File: config.mk
export PLATFORM = sky130hd
export DESIGN_NAME = reg_wport_sched_flat
export DESIGN_NICKNAME = d
export VERILOG_FILES = /design/src/rtl/reg_wport_sched_pkg.sv /design/src/rtl/reg_wport_sched_if.sv /design/src/rtl/reg_wport_sched_scoreboard.sv /design/src/rtl/reg_wport_sched.sv /design/src/flat_wrapper.sv
export SDC_FILE = /design/constraint.sdc
export NUM_CORES = 1
export LEC_CHECK = 0
export CAP_MARGIN = 20
export CORE_ASPECT_RATIO = 1.4
export CORE_UTILIZATION = 44
export DETAILED_ROUTE_END_ITERATION = 8
export GPL_TIMING_DRIVEN = 0
export PLACE_DENSITY = 0.88
export SLEW_MARGIN = 20
export SYNTH_ARGS = -nofsm -noshare
export SYNTH_HDL_FRONTEND = slang
export SYNTH_SLANG_ARGS = --single-unit
File: constraint.sdc
create_clock -name clk -period 5.6 [get_ports clk]
set_input_delay 1.12 -clock clk [delete_from_list [all_inputs] [get_ports clk]]
set_output_delay 1.12 -clock clk [all_outputs]
set_load 0.02 [all_outputs]
File: src/rtl/reg_wport_sched_pkg.sv
// Shared constants and types for the register-file write-port scheduler.
// Contents: register address/data widths, register count, the r0 constant,
// the default starvation limit, and the write-request payload struct.
package reg_wport_sched_pkg;

  localparam int unsigned ADDR_W         = 5;
  localparam int unsigned DATA_W         = 32;
  localparam int unsigned NREG           = 1 << ADDR_W;
  localparam int unsigned STARVE_W       = 4;
  localparam int unsigned STARVE_MAX_DEF = 4;

  typedef logic [ADDR_W-1:0] reg_addr_t;
  typedef logic [DATA_W-1:0] reg_data_t;

  localparam reg_addr_t REG_ZERO = '0;

  // One request for the register-file write port.
  typedef struct packed {
    reg_addr_t addr;
    reg_data_t data;
  } wr_req_t;

endpackage

File: src/rtl/reg_wport_sched_if.sv
// Bundle of every scheduler signal except clk/rst.
// master: the surrounding pipeline (WB, long unit, ID, register file).
// slave : the scheduler itself.
interface reg_wport_sched_if
  import reg_wport_sched_pkg::*;
();

  // WB stage
  logic                 wb_we;
  reg_addr_t            wb_waddr;
  reg_data_t            wb_wdata;
  logic                 wb_hold;
  logic                 err_sticky;
  // long-latency unit
  logic                 lu_valid;
  reg_addr_t            lu_waddr;
  reg_data_t            lu_wdata;
  logic                 lu_ready;
  // ID stage
  logic                 is_valid;
  logic                 is_long;
  reg_addr_t            is_rs;
  logic                 is_rs_re;
  reg_addr_t            is_rt;
  logic                 is_rt_re;
  reg_addr_t            is_rd;
  logic                 is_rd_we;
  logic                 is_stall;
  // register file write port and scoreboard view
  logic                 rf_we;
  reg_addr_t            rf_waddr;
  reg_data_t            rf_wdata;
  logic [NREG-1:0]      busy_vec;

  modport master (
    output wb_we, wb_waddr, wb_wdata,
    output lu_valid, lu_waddr, lu_wdata,
    output is_valid, is_long, is_rs, is_rs_re, is_rt, is_rt_re, is_rd, is_rd_we,
    input  lu_ready, is_stall, wb_hold, rf_we, rf_waddr, rf_wdata, busy_vec, err_sticky
  );

  modport slave (
    input  wb_we, wb_waddr, wb_wdata,
    input  lu_valid, lu_waddr, lu_wdata,
    input  is_valid, is_long, is_rs, is_rs_re, is_rt, is_rt_re, is_rd, is_rd_we,
    output lu_ready, is_stall, wb_hold, rf_we, rf_waddr, rf_wdata, busy_vec, err_sticky
  );

endinterface

File: src/rtl/reg_wport_sched_scoreboard.sv
// Busy-bit scoreboard for registers with an outstanding long-latency write.
// Ports: clk, rst (sync, active-low); set_en/set_addr mark a register busy;
// clr_en/clr_addr release one; rs/rt/rd_addr are looked up against the
// current (pre-edge) busy state into rs/rt/rd_busy; busy_vec exposes all bits.
module reg_wport_sched_scoreboard
  import reg_wport_sched_pkg::*;
(
  input  logic            clk,
  input  logic            rst,
  input  logic            set_en,
  input  reg_addr_t       set_addr,
  input  logic            clr_en,
  input  reg_addr_t       clr_addr,
  input  reg_addr_t       rs_addr,
  input  reg_addr_t       rt_addr,
  input  reg_addr_t       rd_addr,
  output logic [NREG-1:0] busy_vec,
  output logic            rs_busy,
  output logic            rt_busy,
  output logic            rd_busy
);

  logic [NREG-1:0] busy_q;
  logic [NREG-1:0] busy_nxt;

  // Clear and set land together; distinct registers both take effect.
  always_comb begin
    busy_nxt = busy_q;
    if (clr_en) busy_nxt[clr_addr] = 1'b0;
    if (set_en) busy_nxt[set_addr] = 1'b1;
    busy_nxt[REG_ZERO] = 1'b0;
  end

  always_ff @(posedge clk) begin
    if (!rst) busy_q <= '0;
    else      busy_q <= busy_nxt;
  end

  // Lookups see only the registered state: a same-cycle clear does not release.
  assign rs_busy  = busy_q[rs_addr];
  assign rt_busy  = busy_q[rt_addr];
  assign rd_busy  = busy_q[rd_addr];
  assign busy_vec = busy_q;

endmodule

File: src/rtl/reg_wport_sched.sv
// Write-port scheduler: shares the single register-file write port between
// the WB stage (always wins) and a long-latency unit (valid/ready), forces a
// WB bubble after STARVE_MAX consecutive blocked long-unit cycles, and stalls
// ID on RAW/WAW hazards against outstanding long writes.
// Ports: clk, rst (sync, active-low), bus (slave side of reg_wport_sched_if).
// STARVE_MAX must lie in 1..15.
module reg_wport_sched
  import reg_wport_sched_pkg::*;
#(
  parameter int unsigned STARVE_MAX = STARVE_MAX_DEF
)(
  input  logic               clk,
  input  logic               rst,
  reg_wport_sched_if.slave   bus
);

  wr_req_t               grant;
  logic                  port_req;
  logic                  lu_hs;
  logic                  stall;
  logic                  issue_set;
  logic                  rs_busy;
  logic                  rt_busy;
  logic                  rd_busy;
  logic [STARVE_W-1:0]   starve_cnt;
  logic [STARVE_W-1:0]   starve_inc;
  logic                  wb_hold_q;
  logic                  err_q;

  // Port arbitration; reset suppresses the write and the handshake.
  always_comb begin
    grant    = '0;
    port_req = 1'b0;
    lu_hs    = 1'b0;
    if (bus.wb_we) begin
      port_req = 1'b1;
      grant    = '{addr: bus.wb_waddr, data: bus.wb_wdata};
    end else if (bus.lu_valid) begin
      port_req = 1'b1;
      lu_hs    = 1'b1;
      grant    = '{addr: bus.lu_waddr, data: bus.lu_wdata};
    end
    if (!rst) begin
      port_req = 1'b0;
      lu_hs    = 1'b0;
    end
  end

  // r0 writes still complete the handshake but never reach the register file.
  assign bus.rf_we    = port_req && (grant.addr != REG_ZERO);
  assign bus.rf_waddr = grant.addr;
  assign bus.rf_wdata = grant.data;
  assign bus.lu_ready = lu_hs;

  // Hazard stall; a long op also waits while the long unit is still blocked.
  always_comb begin
    stall = bus.is_valid && ((bus.is_rs_re && rs_busy) ||
                             (bus.is_rt_re && rt_busy) ||
                             (bus.is_rd_we && rd_busy) ||
                             (bus.is_long && bus.lu_valid && !lu_hs));
    if (!rst) stall = 1'b1;
  end

  assign bus.is_stall = stall;
  assign issue_set    = bus.is_valid && bus.is_long && bus.is_rd_we && !stall &&
                        (bus.is_rd != REG_ZERO);

  reg_wport_sched_scoreboard u_sb (
    .clk      (clk),
    .rst      (rst),
    .set_en   (issue_set),
    .set_addr (bus.is_rd),
    .clr_en   (lu_hs),
    .clr_addr (bus.lu_waddr),
    .rs_addr  (bus.is_rs),
    .rt_addr  (bus.is_rt),
    .rd_addr  (bus.is_rd),
    .busy_vec (bus.busy_vec),
    .rs_busy  (rs_busy),
    .rt_busy  (rt_busy),
    .rd_busy  (rd_busy)
  );

  assign starve_inc = starve_cnt + STARVE_W'(1);

  // Starvation counter: the cycle it would reach the limit it wraps to zero
  // and raises wb_hold for exactly the following cycle.
  always_ff @(posedge clk) begin
    if (!rst) begin
      starve_cnt <= '0;
      wb_hold_q  <= 1'b0;
      err_q      <= 1'b0;
    end else begin
      wb_hold_q <= 1'b0;
      if (bus.lu_valid && !lu_hs) begin
        if (starve_inc == STARVE_W'(STARVE_MAX)) begin
          starve_cnt <= '0;
          wb_hold_q  <= 1'b1;
        end else begin
          starve_cnt <= starve_inc;
        end
      end else begin
        starve_cnt <= '0;
      end
      if (wb_hold_q && bus.wb_we) err_q <= 1'b1;
    end
  end

  assign bus.wb_hold    = wb_hold_q;
  assign bus.err_sticky = err_q;

endmodule

File: src/flat_wrapper.sv
// flat-port wrapper written by rule: the top's interface ports become plain ports
module reg_wport_sched_flat import reg_wport_sched_pkg::*;
#(
  parameter int unsigned STARVE_MAX = STARVE_MAX_DEF
)
  (clk, rst, bus_wb_we, bus_wb_waddr, bus_wb_wdata, bus_lu_valid, bus_lu_waddr, bus_lu_wdata, bus_is_valid, bus_is_long, bus_is_rs, bus_is_rs_re, bus_is_rt, bus_is_rt_re, bus_is_rd, bus_is_rd_we, bus_lu_ready, bus_is_stall, bus_wb_hold, bus_rf_we, bus_rf_waddr, bus_rf_wdata, bus_busy_vec, bus_err_sticky);
  reg_wport_sched_if bus_i ();
  input  logic clk;
  input  logic rst;
  input wire logic [$bits(bus_i.wb_we)-1:0] bus_wb_we;
  input wire logic [$bits(bus_i.wb_waddr)-1:0] bus_wb_waddr;
  input wire logic [$bits(bus_i.wb_wdata)-1:0] bus_wb_wdata;
  input wire logic [$bits(bus_i.lu_valid)-1:0] bus_lu_valid;
  input wire logic [$bits(bus_i.lu_waddr)-1:0] bus_lu_waddr;
  input wire logic [$bits(bus_i.lu_wdata)-1:0] bus_lu_wdata;
  input wire logic [$bits(bus_i.is_valid)-1:0] bus_is_valid;
  input wire logic [$bits(bus_i.is_long)-1:0] bus_is_long;
  input wire logic [$bits(bus_i.is_rs)-1:0] bus_is_rs;
  input wire logic [$bits(bus_i.is_rs_re)-1:0] bus_is_rs_re;
  input wire logic [$bits(bus_i.is_rt)-1:0] bus_is_rt;
  input wire logic [$bits(bus_i.is_rt_re)-1:0] bus_is_rt_re;
  input wire logic [$bits(bus_i.is_rd)-1:0] bus_is_rd;
  input wire logic [$bits(bus_i.is_rd_we)-1:0] bus_is_rd_we;
  output wire logic [$bits(bus_i.lu_ready)-1:0] bus_lu_ready;
  output wire logic [$bits(bus_i.is_stall)-1:0] bus_is_stall;
  output wire logic [$bits(bus_i.wb_hold)-1:0] bus_wb_hold;
  output wire logic [$bits(bus_i.rf_we)-1:0] bus_rf_we;
  output wire logic [$bits(bus_i.rf_waddr)-1:0] bus_rf_waddr;
  output wire logic [$bits(bus_i.rf_wdata)-1:0] bus_rf_wdata;
  output wire logic [$bits(bus_i.busy_vec)-1:0] bus_busy_vec;
  output wire logic [$bits(bus_i.err_sticky)-1:0] bus_err_sticky;
  assign bus_i.wb_we = bus_wb_we;
  assign bus_i.wb_waddr = bus_wb_waddr;
  assign bus_i.wb_wdata = bus_wb_wdata;
  assign bus_i.lu_valid = bus_lu_valid;
  assign bus_i.lu_waddr = bus_lu_waddr;
  assign bus_i.lu_wdata = bus_lu_wdata;
  assign bus_i.is_valid = bus_is_valid;
  assign bus_i.is_long = bus_is_long;
  assign bus_i.is_rs = bus_is_rs;
  assign bus_i.is_rs_re = bus_is_rs_re;
  assign bus_i.is_rt = bus_is_rt;
  assign bus_i.is_rt_re = bus_is_rt_re;
  assign bus_i.is_rd = bus_is_rd;
  assign bus_i.is_rd_we = bus_is_rd_we;
  assign bus_lu_ready = bus_i.lu_ready;
  assign bus_is_stall = bus_i.is_stall;
  assign bus_wb_hold = bus_i.wb_hold;
  assign bus_rf_we = bus_i.rf_we;
  assign bus_rf_waddr = bus_i.rf_waddr;
  assign bus_rf_wdata = bus_i.rf_wdata;
  assign bus_busy_vec = bus_i.busy_vec;
  assign bus_err_sticky = bus_i.err_sticky;
  reg_wport_sched #(.STARVE_MAX(STARVE_MAX)) u_core (.clk(clk), .rst(rst), .bus(bus_i));
endmodule
==> Yosys cells after proc, flatten, opt, wreduce, memory -nomap -nowiden <==
Index checks and enable logic that the tools add are counted.
{ "word_totals": {"ff_bits": 38, "input_bits": 98, "output_inout_bits": 74} }
{ "classes": {"addsub": 1, "magnitude_cmp": 6, "eq_ne": 1, "muxes": 21, "bitwise_logic": 5, "reduce_logical": 24} }
{ "ops": {"columns": ["op", "count"], "rows": [
  ["37-bit 2-to-1 mux", 2],
  ["32-bit 2-to-1 mux", 2],
  ["32-bit bitwise AND", 1],
  ["32-bit NOT", 1],
  ["32-bit bitwise OR", 1],
  ["5-bit by 6-bit less-than comparator with 1-bit output (second input constant)", 4],
  ["1-bit binary-select mux with 5-bit select", 3],
  ["1-bit logical AND", 15],
  ["1-bit 2-to-1 mux", 12],
  ["1-bit demux with 5-bit select", 2],
  ["5-bit by 1-bit greater-or-equal comparator with 1-bit output (second input constant)", 2],
  ["5-bit nonzero test", 2],
  ["4-bit by 1-bit adder with 4-bit output (second input constant)", 1],
  ["4-bit by 3-bit equality test with 1-bit output (second input constant)", 1],
  ["1-bit logical OR", 3],
  ["3-bit OR reduction", 1],
  ["1-bit zero test", 2],
  ["1-bit NOT", 2],
  ["2-bit AND reduction", 1]
]} }

==> Longest topological paths before layout <==
Gate-level depths: netlist of run 1.
{ "depth": {"depth_word": 12, "ltp_mapped": 8, "depth_no_buf": 6} }

==> Hierarchy <==
A second synthesis of run 1 with hierarchy kept.
{ "hier_totals": {"hier_cells": 357, "area_unflattened_um2": 2972.9} }
{ "by_module_without_submodules": {"columns": ["mod", "instances", "cells_per_inst", "area_per_inst_um2", "seq_area_each_um2"], "rows": [
  ["reg_wport_sched_scoreboard", 1, 266, 2247.2, 620.6],
  ["reg_wport_sched", 1, 91, 725.7, 120.1]
]} }

==> Worst setup path before layout of run 1 <==
OpenSTA, ideal clock, no wires.
{ "synth_timing": {"path_type": "input to output", "startpoint": "in bus_is_rt[1]", "endpoint": "out bus_is_stall", "arrival_ns": 2.694, "setup_slack_ns": 1.786, "stages": 8, "path_buffers": 2, "path_cell_list": "buf_6 mux2i_1 mux4_2 mux2i_1 o21ai_2 o22ai_4 buf_12 o22a_1"} }
{ "synth_via": {"elab_chain_cells": 8} }
{ "synth_rtl": {"columns": ["item", "line_no", "rtl"], "rows": [
  ["start: declaration", "flat_wrapper.sv:20", "input wire logic [$bits(bus_i.is_rt)-1:0] bus_is_rt;"],
  ["1-bit binary-select mux with 5-bit select", "reg_wport_sched_scoreboard.sv:41", "assign rt_busy = busy_q[rt_addr];"],
  ["1-bit 2-to-1 mux (implied by the code)", "reg_wport_sched_scoreboard.sv:41", null],
  ["1-bit logical AND", "reg_wport_sched.sv:58", "(bus.is_rt_re && rt_busy) ||"],
  ["1-bit logical OR", "reg_wport_sched.sv:57", "stall = bus.is_valid && ((bus.is_rs_re && rs_busy) ||"],
  ["1-bit logical OR", "reg_wport_sched.sv:58", null],
  ["1-bit logical OR", "reg_wport_sched.sv:59", "(bus.is_rd_we && rd_busy) ||"],
  ["1-bit logical AND", "reg_wport_sched.sv:57", null],
  ["1-bit 2-to-1 mux", "reg_wport_sched.sv:61", "if (!rst) stall = 1'b1;"],
  ["end: declaration", "flat_wrapper.sv:25", "output wire logic [$bits(bus_i.is_stall)-1:0] bus_is_stall;"]
]} }
Every way passes these cells. The select of a mux whose other input is x is not followed.

==> Worst setup path in the final report of run 1 <==
{ "layout_timing": {"startpoint": "in bus_is_rd[4]", "endpoint": "out bus_is_stall"} }
{ "layout_via": {"elab_chain_cells": 7} }
{ "layout_rtl": {"columns": ["item", "line_no", "rtl"], "rows": [
  ["start: declaration", "flat_wrapper.sv:22", "input wire logic [$bits(bus_i.is_rd)-1:0] bus_is_rd;"],
  ["1-bit binary-select mux with 5-bit select", "reg_wport_sched_scoreboard.sv:42", "assign rd_busy = busy_q[rd_addr];"],
  ["1-bit 2-to-1 mux (implied by the code)", "reg_wport_sched_scoreboard.sv:42", null],
  ["1-bit logical AND", "reg_wport_sched.sv:59", null],
  ["1-bit logical OR", "reg_wport_sched.sv:58", null],
  ["1-bit logical OR", "reg_wport_sched.sv:59", null],
  ["1-bit logical AND", "reg_wport_sched.sv:57", null],
  ["1-bit 2-to-1 mux", "reg_wport_sched.sv:61", null]
]} }
Every way passes these cells. The select of a mux whose other input is x is not followed.

==> results.py, run 1 <==
metrics = {
    "synthesis": {
        "synthFlopType": "dfxtp_1",
        "yosysSeqAreaShare": 0.226,
        "netlist_area_mm2": 0.00328,
        "ys_types": 48,
        "synth-seq-cells": 37,
        "synthesis.nets": 447,
        "yosysWarnings": 0,
        "synth_commonest_cells": "37 x a22o_1, 37 x dfxtp_1, 31 x o211ai_1, 29 x o31ai_2, 28 x mux2i_1",
        "async_flop_share": 0,
        "synth_top_cell_by_area": "dfxtp_1",
        "synth_top_area_share": 0.226,
        "postSynthAreaPerCell_um2": 9.42,
        "syn_inst": 348,
        "synth_edf_count": 0,
        "ys_top_cells_by_area": "dfxtp_1 23%, o31ai_2 11%, a22o_1 9.9%",
    },
    "worst_setup_path": {
        "cp-start-kind": "input pin",
        "crit_fanout": 7,
        "slowest_delay_ps": 720,
        "r2r_slack_ps": 3460,
        "crit_top_cell": "clkdlybuf4s50_1",
        "crit_path_end_kind": "output port",
        "path_class": "input pin to output port",
        "path_cells": "clkdlybuf4s50_1, nor3_1, nor2b_1, nor4_1, o2111a_1, o21ai_0, o22a_1, clkdlybuf4s50_1",
        "crit_arrival_ps": 3880,
        "timing.rr.start": "u_core.u_sb.busy_vec[20]",
        "r2r_end": "u_core.u_sb.busy_vec[31]",
        "cp_slowest_cell": "nor3_1",
        "cp.required_ps": 4480,
        "rr_worst_depth": 7,
    },
    "floorplan": {
        "die_area_mm2": 0.00781,
        "start_util": 0.464,
        "coreArea_mm2": 0.00707,
        "fp.dieH_um": 104,
        "fp.dieW_um": 75.0,
        "ios": 172,
        "fp-row-count": 36,
    },
    "clock_tree": {
        "cts_tree": "built",
        "htreeDepth": 2,
        "cts_inserted_buffers": 5,
        "cts_setup_buffers": 0,
        "clk_latency_ps": 300,
        "cts-root-buf": "clkbuf_8",
        "cts_sinks": 37,
        "path_clk_slew_ps": 70,
        "cts_buffer_depth": 2,
        "cts.repair.resized": 0,
        "cts_hold_buffers": 0,
    },
    "place": {
        "io_buffers": 159,
        "gp_congestion": 0.935,
        "dp_hpwl_um": 10900,
        "dp_slack_ps": 717,
    },
    "sta": {
        "fmax_mhz": 200,
        "fin_crit_ps": 5000,
        "hold_viol_final": 0,
        "finalMaxSlewViolations": 0,
        "slew_headroom": 0.447,
        "rsz0062_at_grt": "false",
        "final.setup_skew_ps": 7.50,
        "fin_setup_tns_ps": 0,
        "period_share": 0.893,
        "timing.final.ws_setup_ps": 601,
        "worst_pin_slew_ps": 823,
        "setup_violations": 0,
    },
    "grt": {
        "grt_pass1_vias": 3871,
        "grt_max_degree": 12,
        "overflow": 0,
        "grt_pass1_wl_um": 20700,
        "antenna_found_initial": 5,
        "grt_usage": 0.355,
    },
    "layout": {
        "finalNetCount": 613,
        "drive_above_1_share": 0.144,
        "nFillCells": 564,
        "syn_to_final_growth_pct": 55.5,
    },
    "routing": {
        "first_pass_iters": 5,
        "vias_per_cell": 6.43,
        "routed_wl_um": 13600,
        "wl_per_cell_um": 22.1,
        "drc": 0,
        "routed-via-count": 3941,
        "final_antenna_net_count": 0,
        "drtIter0Drc": 560,
    },
    "pwr": {
        "p_leak_nw": 1.79,
        "p_sw_uw": 236,
        "intPower_uw": 514,
        "peakVddDrop_mv": 0.101,
        "pwr-share-comb": 0.367,
        "seqPwrFrac": 0.353,
        "sw_frac_of_total": 0.314,
        "clock_power_share": 0.280,
        "p_per_area_mw_per_mm2": 147,
    },
    "status": {
        "status": "completed",
    },
    "worst_hold_path": {
        "hp-class": "register to register",
        "hp-start": "u_core.starve_cnt[0]",
        "min_delay_path_depth": 1,
        "hold_end": "u_core.starve_cnt[0]",
    },
    "run": {
        "max_cap_violations": 0,
    },
}
-- power by group through the flow --
| stage | sequential [mW] | clock (mW) | combinational (mW) |
|---|---|---|---|
| finish | 0.265 | 0.210 | 0.275 |
| CTS | 0.265 | 0.209 | 0.272 |
| global route | 0.265 | 0.221 | 0.290 |
| floorplan | 0.272 | 0 | 0.135 |
| detailed placement | 0.271 | 0 | 0.270 |
| global placement | 0.271 | 0 | 0.267 |
-- placed cells by master (no fill, tap or decap), types with 15 or more instances in the layout --
master,instances
dfxtp_1,37
mux2i_1,28
or3_1,15
o31ai_2,29
nand3_1,25
nor2_1,15
clkdlybuf4s50_1,159
a22o_1,37
o211ai_1,31
clkbuf_1,19
-- flip-flops by register name (all words and copies together) (netlist names) --
signal and count:
u_core.starve_cnt 4, u_core.bus.wb_hold 1, u_core.u_sb.busy_vec 31, u_core.bus.err_sticky 1
-- per-layer routing --
| metal | share of wire | wire length, um | track usage | up-vias |
|---|---|---|---|---|
| met4 | 0.039 | 525 | 0.144 | 6 |
| met2 | 0.49 | 6680 | 0.594 | 307 |
| met1 | 0.33 | 4440 | 0.393 | 1831 |
| li1 | - | - | - | 1736 |
| met3 | 0.14 | 1870 | 0.133 | 61 |
| met5 | 0.0032 | 43 | 0 | - |
-- worst max-delay path: cells and delay by family --
kind,cells,cell delay (ps)
buffers and inverters,2,1100
AO/OA/AOI/OAI,3,620
AND/OR/NAND/NOR,3,1040
-- layout make-up --
class,instances,area (um2),share of cell area
sequential,37,741,0.145
inverter,2,7.51,0.00147
clock buffer,7,96.3,0.0189
multi-input combinational,271,2300,0.452
clock inverter,1,5.00,0.000982
buffer,38,226,0.0444
antenna,3,7.51,0.00147
timing repair buffer,159,1590,0.312
tap,95,119,0.0233
-- cell families after synthesis --
family,synth area share
xor gates and xnor gates,0.00534
DFF,0.226
adders and majority gates,0.00381
AOI/OAI and AO/OA,0.334
and+or+nand+nor,0.183
muxes,0.176
buffers and inverters,0.0713
other,0.00114
-- per-stage QoR --
step / std cells / util / cell area (um2) / total power, mW / hold slack (ps)
2_1_floorplan: 348 / - / 3280 / 0.407 / 418
3_3_place_gp: 602 / 0.706 / 4990 / 0.539 / 430
3_5_place_dp: 602 / 0.706 / 4990 / 0.541 / 444
4_1_cts: 610 / 0.720 / 5090 / 0.746 / 457
5_1_grt: 610 / 0.720 / 5090 / 0.776 / 490
6_report: 613 / 0.721 / 5100 / 0.750 / 449
-- how the worst max path moves through the flow --
| stage | slack, ps | to | from | cells past startpoint |
|---|---|---|---|---|
| 2_1_floorplan | 1790 | bus_is_stall | bus_is_rt[1] | 8 |
| 5_1_grt | 480 | bus_is_stall | bus_is_rd[4] | 8 |
| 3_3_place_gp | 740 | bus_is_stall | bus_is_rd[3] | 9 |
| 4_1_cts | 690 | bus_is_stall | bus_is_rd[2] | 8 |
| 3_5_place_dp | 720 | bus_is_stall | bus_is_rd[2] | 8 |
| 6_report | 600 | bus_is_stall | bus_is_rd[4] | 8 |
Note: power is estimated with default switching activity, not from simulation.
==> run 2: changes to the inputs <==
--- a/config.mk
+++ b/config.mk
@@ -5,12 +5,14 @@
 export SDC_FILE = /design/constraint.sdc
 export NUM_CORES = 1
 export LEC_CHECK = 0
+export ABC_CLOCK_PERIOD_IN_PS = 5600
 export CAP_MARGIN = 20
 export CORE_ASPECT_RATIO = 1.4
 export CORE_UTILIZATION = 44
 export DETAILED_ROUTE_END_ITERATION = 8
 export GPL_TIMING_DRIVEN = 0
 export PLACE_DENSITY = 0.88
+export REMOVE_ABC_BUFFERS = 1
 export SLEW_MARGIN = 20
 export SYNTH_ARGS = -nofsm -noshare
 export SYNTH_HDL_FRONTEND = slang
==> run 2 against run 1 <==
  * Critical path depth did not move
  * First-iteration DRC count fell by 27%
  * Highest routed layer is now met4
  * Critical endpoint unchanged
  * Worst hold slack better by 11 ps
  * Maximum frequency down 8.4%
==> results.py, run 2 (same netlist as run 1, synthesis figures left out) <==
metrics = {
    "status": {
        "status": "completed",
    },
    "grt": {
        "overflow": 0,
        "grt_pass1_vias": 3775,
        "grt_usage": 0.358,
        "grt_pass1_wl_um": 20700,
        "antenna_found_initial": 0,
        "grt_max_degree": 44,
    },
    "worst_setup_path": {
        "r2r_slack_ps": 3460,
        "path_class": "input pin to output port",
        "crit_path_end_kind": "output port",
        "rr_worst_depth": 7,
        "timing.rr.start": "u_core.u_sb.busy_vec[23]",
        "crit_arrival_ps": 4340,
        "cp.required_ps": 4480,
        "r2r_end": "u_core.u_sb.busy_vec[19]",
        "cp-start-kind": "input pin",
        "crit_fanout": 21,
    },
    "routing": {
        "vias_per_cell": 6.60,
        "drtIter0Drc": 411,
        "drc": 0,
        "final_antenna_net_count": 0,
        "routed_wl_um": 13800,
        "routed-via-count": 3885,
        "first_pass_iters": 5,
        "wl_per_cell_um": 23.4,
    },
    "clock_tree": {
        "cts_sinks": 37,
        "htreeDepth": 2,
        "path_clk_slew_ps": 90,
        "cts-root-buf": "clkbuf_8",
        "cts_tree": "built",
        "cts_inserted_buffers": 5,
        "cts_buffer_depth": 2,
        "clk_latency_ps": 300,
    },
    "sta": {
        "whs_ps": 460,
        "fin_setup_tns_ps": 0,
        "fin_crit_ps": 5460,
        "worst_pin_slew_ps": 1140,
        "rsz0062_at_grt": "false",
        "hold_viol_final": 0,
        "period_share": 0.975,
        "slew_headroom": 0.238,
        "final.setup_skew_ps": 9.86,
        "finalMaxSlewViolations": 0,
        "fmax_mhz": 183,
        "timing.final.ws_setup_ps": 142,
        "setup_violations": 0,
    },
    "layout": {
        "finalNetCount": 592,
        "seq_area_um2": 741,
        "fin_util": 0.723,
        "syn_to_final_growth_pct": 55.9,
        "final_cell_mix": "168 x clkdlybuf4s50_1, 37 x a22o_1, 37 x dfxtp_1",
        "fin_area_mm2": 0.00511,
        "largest_reg_flops": 31,
        "diodes": 0,
        "multi_input_area_mm2": 0.00232,
        "drive_above_1_share": 0.136,
        "nFillCells": 570,
        "final_common_cell": "clkdlybuf4s50_1",
    },
    "floorplan": {
        "fp.dieW_um": 75.0,
        "start_util": 0.464,
        "fp-row-count": 36,
        "fp.dieH_um": 104,
        "ios": 172,
        "coreArea_mm2": 0.00707,
        "die_area_mm2": 0.00781,
    },
    "place": {
        "placedInstanceArea_mm2": 0.00498,
        "dp_hpwl_um": 10700,
        "io_buffers": 170,
        "gp_congestion": 0.925,
        "dp_slack_ps": 98.3,
    },
    "pwr": {
        "pwr-share-comb": 0.358,
        "p_sw_uw": 252,
        "peakVddDrop_mv": 0.0923,
        "p_per_area_mw_per_mm2": 155,
        "clock_power_share": 0.307,
        "seqPwrFrac": 0.334,
        "intPower_uw": 541,
        "p_leak_nw": 1.78,
        "sw_frac_of_total": 0.318,
    },
    "run": {
        "max_cap_violations": 0,
    },
    "worst_hold_path": {
        "hp-start": "u_core.starve_cnt[0]",
        "hp-class": "register to register",
        "min_delay_path_depth": 1,
        "hold_end": "u_core.starve_cnt[0]",
    },
}
==> run 2: cell type report <==
type | instances | area share
Multi-Input combinational cell | 271 | 0.454
Timing Repair Buffer | 176 | 0.354
Sequential cell | 37 | 0.145
Tap cell | 95 | 0.0233
Clock buffer | 5 | 0.0135
Clock inverter | 3 | 0.00906
Inverter | 2 | 0.00147
==> run 2: worst max-delay path, stage by stage <==
cell	delay [ps]
clkdlybuf4s50_1	1220
mux2i_1	290
o22ai_1	140
nor4_1	370
o2111a_1	330
o21ai_0	100
o22a_1	200
clkdlybuf4s50_1	550
==> run 2: stage by stage <==
step | power, mW | cells
2_1_floorplan | 0.373 | 310
3_3_place_gp | 0.534 | 575
3_5_place_dp | 0.549 | 579
4_1_cts | 0.785 | 587
5_1_grt | 0.814 | 589
6_report | 0.793 | 589
==> run 2: power groups by stage <==
stage                     Clock, mW  Combinational, mW  Sequential, mW
after floorplan                   0              0.102           0.272
after global routing          0.251              0.297           0.265
after detailed placement          0              0.277           0.271
after global placement            0              0.263           0.271
final                         0.244              0.284           0.265
after CTS                     0.241              0.280           0.265
==> run 2: timing repair <==
action                                 4_1_cts  5_1_grt
setup endpoints to repair                    0        1
gates resized for setup                      0        0
endpoints found under the hold margin        0        0
setup buffers                                0        2
hold buffers                                 0        0
==> run 2: how the worst max path moves through the flow <==
stage	startpoint	endpoint	cells past startpoint	slack, ps
final	bus_is_rd[1]	bus_is_stall	8	140
after global routing	bus_is_rd[1]	bus_is_stall	7	30
after CTS	bus_is_rt[1]	bus_is_stall	9	80
after detailed placement	bus_is_rt[1]	bus_is_stall	9	100
after global placement	bus_wb_we	bus_rf_we	6	-1470
after floorplan	bus_lu_valid	bus_rf_we	4	1230
==> run 2: routing by layer <==
layer / wire [um] / part of all wire / vias to the layer above / global-route usage
met3: 1550 / 0.11 / 37 / 0.0736
met1: 5240 / 0.38 / 1873 / 0.453
met4: 430 / 0.031 / 0 / 0.120
met5: 0 / 0 / - / 0
li1: - / - / 1688 / -
met2: 6560 / 0.48 / 287 / 0.591
